`src/rtl/mem_arbiter.sv`:
```
// rtl/mem_arbiter.sv - two-requester (IFU/LSU) round-robin arbiter onto a single memory port
// One transaction outstanding at a time; responses time out after 2^TO_W-1 WAIT cycles.
module mem_arbiter #(
  parameter int TO_W = 8
) (
  input  logic        clk,
  input  logic        rst,
  input  logic        ifu_req_valid,
  output logic        ifu_req_ready,
  input  logic [63:0] ifu_addr,
  output logic        ifu_resp_valid,
  output logic [31:0] ifu_rdata,
  output logic        ifu_err,
  input  logic        lsu_req_valid,
  output logic        lsu_req_ready,
  input  logic [63:0] lsu_addr,
  input  logic        lsu_wen,
  input  logic [63:0] lsu_wdata,
  input  logic [7:0]  lsu_wmask,
  output logic        lsu_resp_valid,
  output logic [63:0] lsu_rdata,
  output logic        lsu_err,
  output logic        mem_req_valid,
  input  logic        mem_req_ready,
  output logic [63:0] mem_addr,
  output logic        mem_wen,
  output logic [63:0] mem_wdata,
  output logic [7:0]  mem_wmask,
  input  logic        mem_resp_valid,
  input  logic [63:0] mem_rdata
);

  typedef enum logic [1:0] {IDLE, REQ, WAIT} state_t;

  // Last WAIT cycle before the counter would reach 2^TO_W-1.
  localparam logic [TO_W-1:0] CNT_LAST = TO_W'((1 << TO_W) - 2);

  state_t          state;
  logic            owner;       // 1 = LSU
  logic            last_owner;  // 1 = LSU
  logic            addr_hi;
  logic [TO_W-1:0] cnt;
  logic            pick_lsu;
  logic            can_accept;
  logic            timeout;
  logic            unused_addr;

  assign unused_addr = &{1'b0, ifu_addr[1:0]};

  // The response-pulse cycle is IDLE too, but acceptance waits one more cycle.
  assign can_accept    = !rst && (state == IDLE) && !ifu_resp_valid && !lsu_resp_valid;
  assign pick_lsu      = lsu_req_valid && (!ifu_req_valid || !last_owner);
  assign lsu_req_ready = can_accept && pick_lsu;
  assign ifu_req_ready = can_accept && ifu_req_valid && !pick_lsu;
  assign timeout       = !mem_resp_valid && (cnt == CNT_LAST);

  always_ff @(posedge clk or posedge rst) begin
    if (rst) begin
      state          <= IDLE;
      owner          <= 1'b0;
      last_owner     <= 1'b0;
      addr_hi        <= 1'b0;
      cnt            <= '0;
      mem_req_valid  <= 1'b0;
      mem_addr       <= '0;
      mem_wen        <= 1'b0;
      mem_wdata      <= '0;
      mem_wmask      <= '0;
      ifu_resp_valid <= 1'b0;
      ifu_rdata      <= '0;
      ifu_err        <= 1'b0;
      lsu_resp_valid <= 1'b0;
      lsu_rdata      <= '0;
      lsu_err        <= 1'b0;
    end else begin
      ifu_resp_valid <= 1'b0;
      lsu_resp_valid <= 1'b0;
      ifu_err        <= 1'b0;
      lsu_err        <= 1'b0;
      case (state)
        IDLE: begin
          if (lsu_req_ready) begin
            state         <= REQ;
            mem_req_valid <= 1'b1;
            owner         <= 1'b1;
            last_owner    <= 1'b1;
            mem_addr      <= lsu_addr;
            mem_wen       <= lsu_wen;
            mem_wdata     <= lsu_wdata;
            mem_wmask     <= lsu_wmask;
          end else if (ifu_req_ready) begin
            state         <= REQ;
            mem_req_valid <= 1'b1;
            owner         <= 1'b0;
            last_owner    <= 1'b0;
            mem_addr      <= {ifu_addr[63:3], 3'b000};
            mem_wen       <= 1'b0;
            mem_wdata     <= '0;
            mem_wmask     <= '0;
            addr_hi       <= ifu_addr[2];
          end
        end
        REQ: begin
          if (mem_req_ready) begin
            state         <= WAIT;
            mem_req_valid <= 1'b0;
            cnt           <= '0;
          end
        end
        WAIT: begin
          if (mem_resp_valid || timeout) begin
            state <= IDLE;
            if (owner) begin
              lsu_resp_valid <= 1'b1;
              lsu_err        <= timeout;
              lsu_rdata      <= (mem_resp_valid && !mem_wen) ? mem_rdata : 64'd0;
            end else begin
              ifu_resp_valid <= 1'b1;
              ifu_err        <= timeout;
              if (!mem_resp_valid)
                ifu_rdata <= '0;
              else
                ifu_rdata <= addr_hi ? mem_rdata[63:32] : mem_rdata[31:0];
            end
          end else begin
            cnt <= cnt + 1'b1;
          end
        end
        default: state <= IDLE;
      endcase
    end
  end

endmodule
```
`config.mk`:
```
export PLATFORM = sky130hd
export DESIGN_NAME = mem_arbiter
export DESIGN_NICKNAME = d
export VERILOG_FILES = /design/src/rtl/mem_arbiter.sv
export SDC_FILE = /design/constraint.sdc
export NUM_CORES = 1
export LEC_CHECK = 0
export CAP_MARGIN = 0
export CORE_MARGIN = 5
export CORE_UTILIZATION = 28
export CTS_CLUSTER_SIZE = 16
export DETAILED_ROUTE_END_ITERATION = 10
export PLACE_DENSITY = 0.67
export SLEW_MARGIN = 20
export SYNTH_ARGS = -nofsm -noshare
export SYNTH_HDL_FRONTEND = slang
export SYNTH_SLANG_ARGS = --single-unit
```
`constraint.sdc`:
```
create_clock -name clk -period 8.45 [get_ports clk]
set_clock_uncertainty 0.15 [all_clocks]
set_input_delay 1.2675 -clock clk [delete_from_list [all_inputs] [get_ports clk]]
set_output_delay 1.2675 -clock clk [all_outputs]
set_load 0.05 [all_outputs]
```
==> impl_results.md <==
* Status: finished, final reports clean
* H-Tree Level Count at 1
* Via count at 8319
* Num CTS Buffers at 29
* Seq cells post-synth at 250
* Crit path capture type: primary output
* Nets at 1524
* Placed cell count at 1681
* Critical Path Source Type: input port
* Syn Std Cell Area at 0.00995 mm^2
* TritonCTS clock tree: built
* First-pass GRT wire length at 55300 um
* Clock Path Buffers at 3
* Final Wtd Congestion at 0.803
* Hold Crit Class: reg2reg
* Total track usage at 17.9%
* Vias per inst at 4.79
* Inserted Diodes at 0
* Area post-placement at 0.0154 mm^2
* Largest net degree at the start of global routing at 191
* Area Overhead vs Synth at 65.4%
* Largest family of logic cells by synthesized area: compound AO/OA/AOI/OAI gates
* Initial DRT Pass Iterations at 4
* Ys async rst share at 100%
* FP Rows at 69
* Buffer count from post-CTS setup fixing at 0
* Worst path buffer plus inverter count at 2
* RR Endpoint: mem_addr[45]
* Ys flop type: dfrtp_1
* Post-Layout Cell Count at 1735
* Post-synth EDFFs at 0
* Detailed router's first-iteration violation count at 240
* Core box area at 0.0353 mm^2
* Clock sink count at 250
* Simple-gate share of the synthesized area at 4.56%
* CP required at 7.03 ns
* Worst slew margin at 27.4%
* Initial Util at 28.2%
* Post-Synth XOR/XNOR Area at 0.0880%
* Hold path start: mem_req_valid
* Die ar. at 0.0394 mm^2
* Avg Synthesized Cell Area at 13.0 um^2
* Clk_lat worst skew at 0.55 ns
* Period utilisation layout at 61.1%
* Hold EP: mem_req_valid
* Worst Path Class, Setup: in2out
* Worst hold path depth at 2
* Grt ovf at 0
* Detailed Place HPWL at 27100 um
* Slowest cell on crit path: clkdlybuf4s50_1
* Slew @ Worst Pin at 1.09 ns
* Layout cells sized above 1 at 5.49%
* Die H at 199 um
* Post-route cell area at 0.0165 mm^2
* CP Data Arrival Time at 3.74 ns
* Setup_tns at 0 ns
* Max-cap violations at 0
* Initial antenna violation count at 5
* Final Util at 46.6%
* P_leak at 0.00717 uW
* Power Density at 455 mW/mm^2
* # IOs at 511
* Post-synthesis sequential area ratio at 62.9%
* Post-DRT Antenna Nets at 0
* Worst R2R Start: last_owner
* Synth Area in Adders at 0.251%
* Crit path max-delay family: buffers and inverters
* Setup crit start: rst
* Period minus WS final at 5.16 ns
* Highest ir drop seen on vdd at 0.283 mV
* Synth top area share at 62.9%
* Vias in the first global route at 8978
* Mux cell area share after synthesis at 9.77%
* Crit-path most repeated cell: clkdlybuf4s50_1
* Worst-path clk slew at 0.06 ns
* R2R depth at 4
* # DRC at 0
* Total wire length at 37600 um
* Max-slew violations at 0
* Syn Nets at 1037
* Cts hold-fix bufs at 0
* Hold Violations, Final at 0
* Yosys warning count at 0
* R2R setup slack at 5.92 ns
* Cts repair resizes at 0
* Die W at 199 um
* Crit Path Max Fanout at 32
* Unrepaired setup endpoints after global routing: no
* Area contributors post-synth: dfrtp_1 (63%), a22o_1 (12%), mux2i_1 (9.7%)
* Count of cell types in the netlist at 37
* IO Port Bufs at 508
* Final setup fails at 0
* Root buffer cell: clkbuf_16
* Max Clk Rate at 194 MHz
* Max stage delay on crit path at 0.96 ns
* Compound-Gate Fraction of Synth Area at 19.1%
* Crit-path cells: clkdlybuf4s50_1 -> nor3_1 -> and3_4 -> clkdlybuf4s50_1
* Area leader, netlist: dfrtp_1
* Syn Inst Count at 764
* Routed wire per std cell at 21.7 um
## cells by family after synthesis
kind of cell	after synthesis
multiplexers	97
XOR/XNOR	1
adder cells (fa/ha/maj)	2
AO/OA/AOI/OAI	246
buffers and inverters	68
AND/OR/NAND/NOR	100
flip-flops	250
## area by class of cell
type,instances,area (um^2)
sequential,250,6260
tap,461,577
timing repair buffer,518,5170
clock buffer,42,865
multi-input combinational,446,3390
clock inverter,12,169
fill,3197,18800
inverter,6,30.0
## layer usage
layer,share of wire (%),routed length (um),up-vias,track usage [%]
met5,0.15,55,-,0
met4,2.6,967,10,4.91
met3,11,3970,62,7.08
met2,46,17200,373,28.6
met1,41,15400,4075,22.7
li1,-,-,3799,-
## stage by stage
stage	worst slack (ns)	hold WS, ns	power (uW)
after floorplan	0.161	0.298	4650
after global placement	3.29	0.315	6150
after detailed placement	3.27	0.320	6180
after CTS	3.26	0.334	7570
after global routing	3.16	0.352	7800
final	3.29	0.328	7480
## tightest hold or removal path: cells and delay by family (launching register included)
family           cells  cell delay, ns
flip-flops           1            0.34
AND/OR/NAND/NOR      2            0.10
## cell usage after synthesis (all sizes together), types with 4 or more instances
library cell    n
and3            4
o2bb2ai        32
clkbuf         20
o21ai          63
nand3           4
a22o          140
buf            42
nand2          70
inv             6
dfrtp         250
mux2i          96
## power by group
group	switching [uW]	leakage [uW]	internal (uW)
logic	2640	0.00346	1420
clock network	527	0.000514	808
registers	360	0.00319	1730
## worst max-delay path by stage
stage | end | slack [ns] | cells after the start
5_1_grt | lsu_req_ready | 3.16 | 4
2_1_floorplan | addr_hi | 0.16 | 1
3_3_place_gp | lsu_req_ready | 3.29 | 4
3_5_place_dp | lsu_req_ready | 3.27 | 4
6_report | lsu_req_ready | 3.29 | 4
4_1_cts | lsu_req_ready | 3.26 | 4
## layout by cell type, fill, tap and decap left out, types with 3 or more instances in the layout
| cell | netlist | final |
|---|---|---|
| nand2b_1 | 3 | 3 |
| nand3_1 | 4 | 4 |
| inv_1 | 6 | 5 |
| clkbuf_16 | 0 | 29 |
| bufinv_16 | 0 | 3 |
| nand3b_1 | 3 | 3 |
| a22o_1 | 140 | 140 |
| mux2i_1 | 96 | 96 |
| clkbuf_1 | 20 | 4 |
| o21ai_0 | 62 | 62 |
| clkinv_2 | 0 | 5 |
| buf_4 | 0 | 9 |
| o2bb2ai_1 | 32 | 32 |
| and3_1 | 4 | 3 |
| dfrtp_1 | 250 | 249 |
| clkbuf_8 | 0 | 9 |
| clkdlybuf4s50_1 | 0 | 508 |
| nand2_1 | 70 | 70 |
## state kept, by name, indices dropped and copies added (netlist names), 2 cells and up
signal and flops:
cnt 8, ifu_rdata 32, lsu_rdata 64, mem_addr 64, mem_wdata 64, mem_wmask 8
state 2
Note: power is estimated with default switching activity, not from simulation.
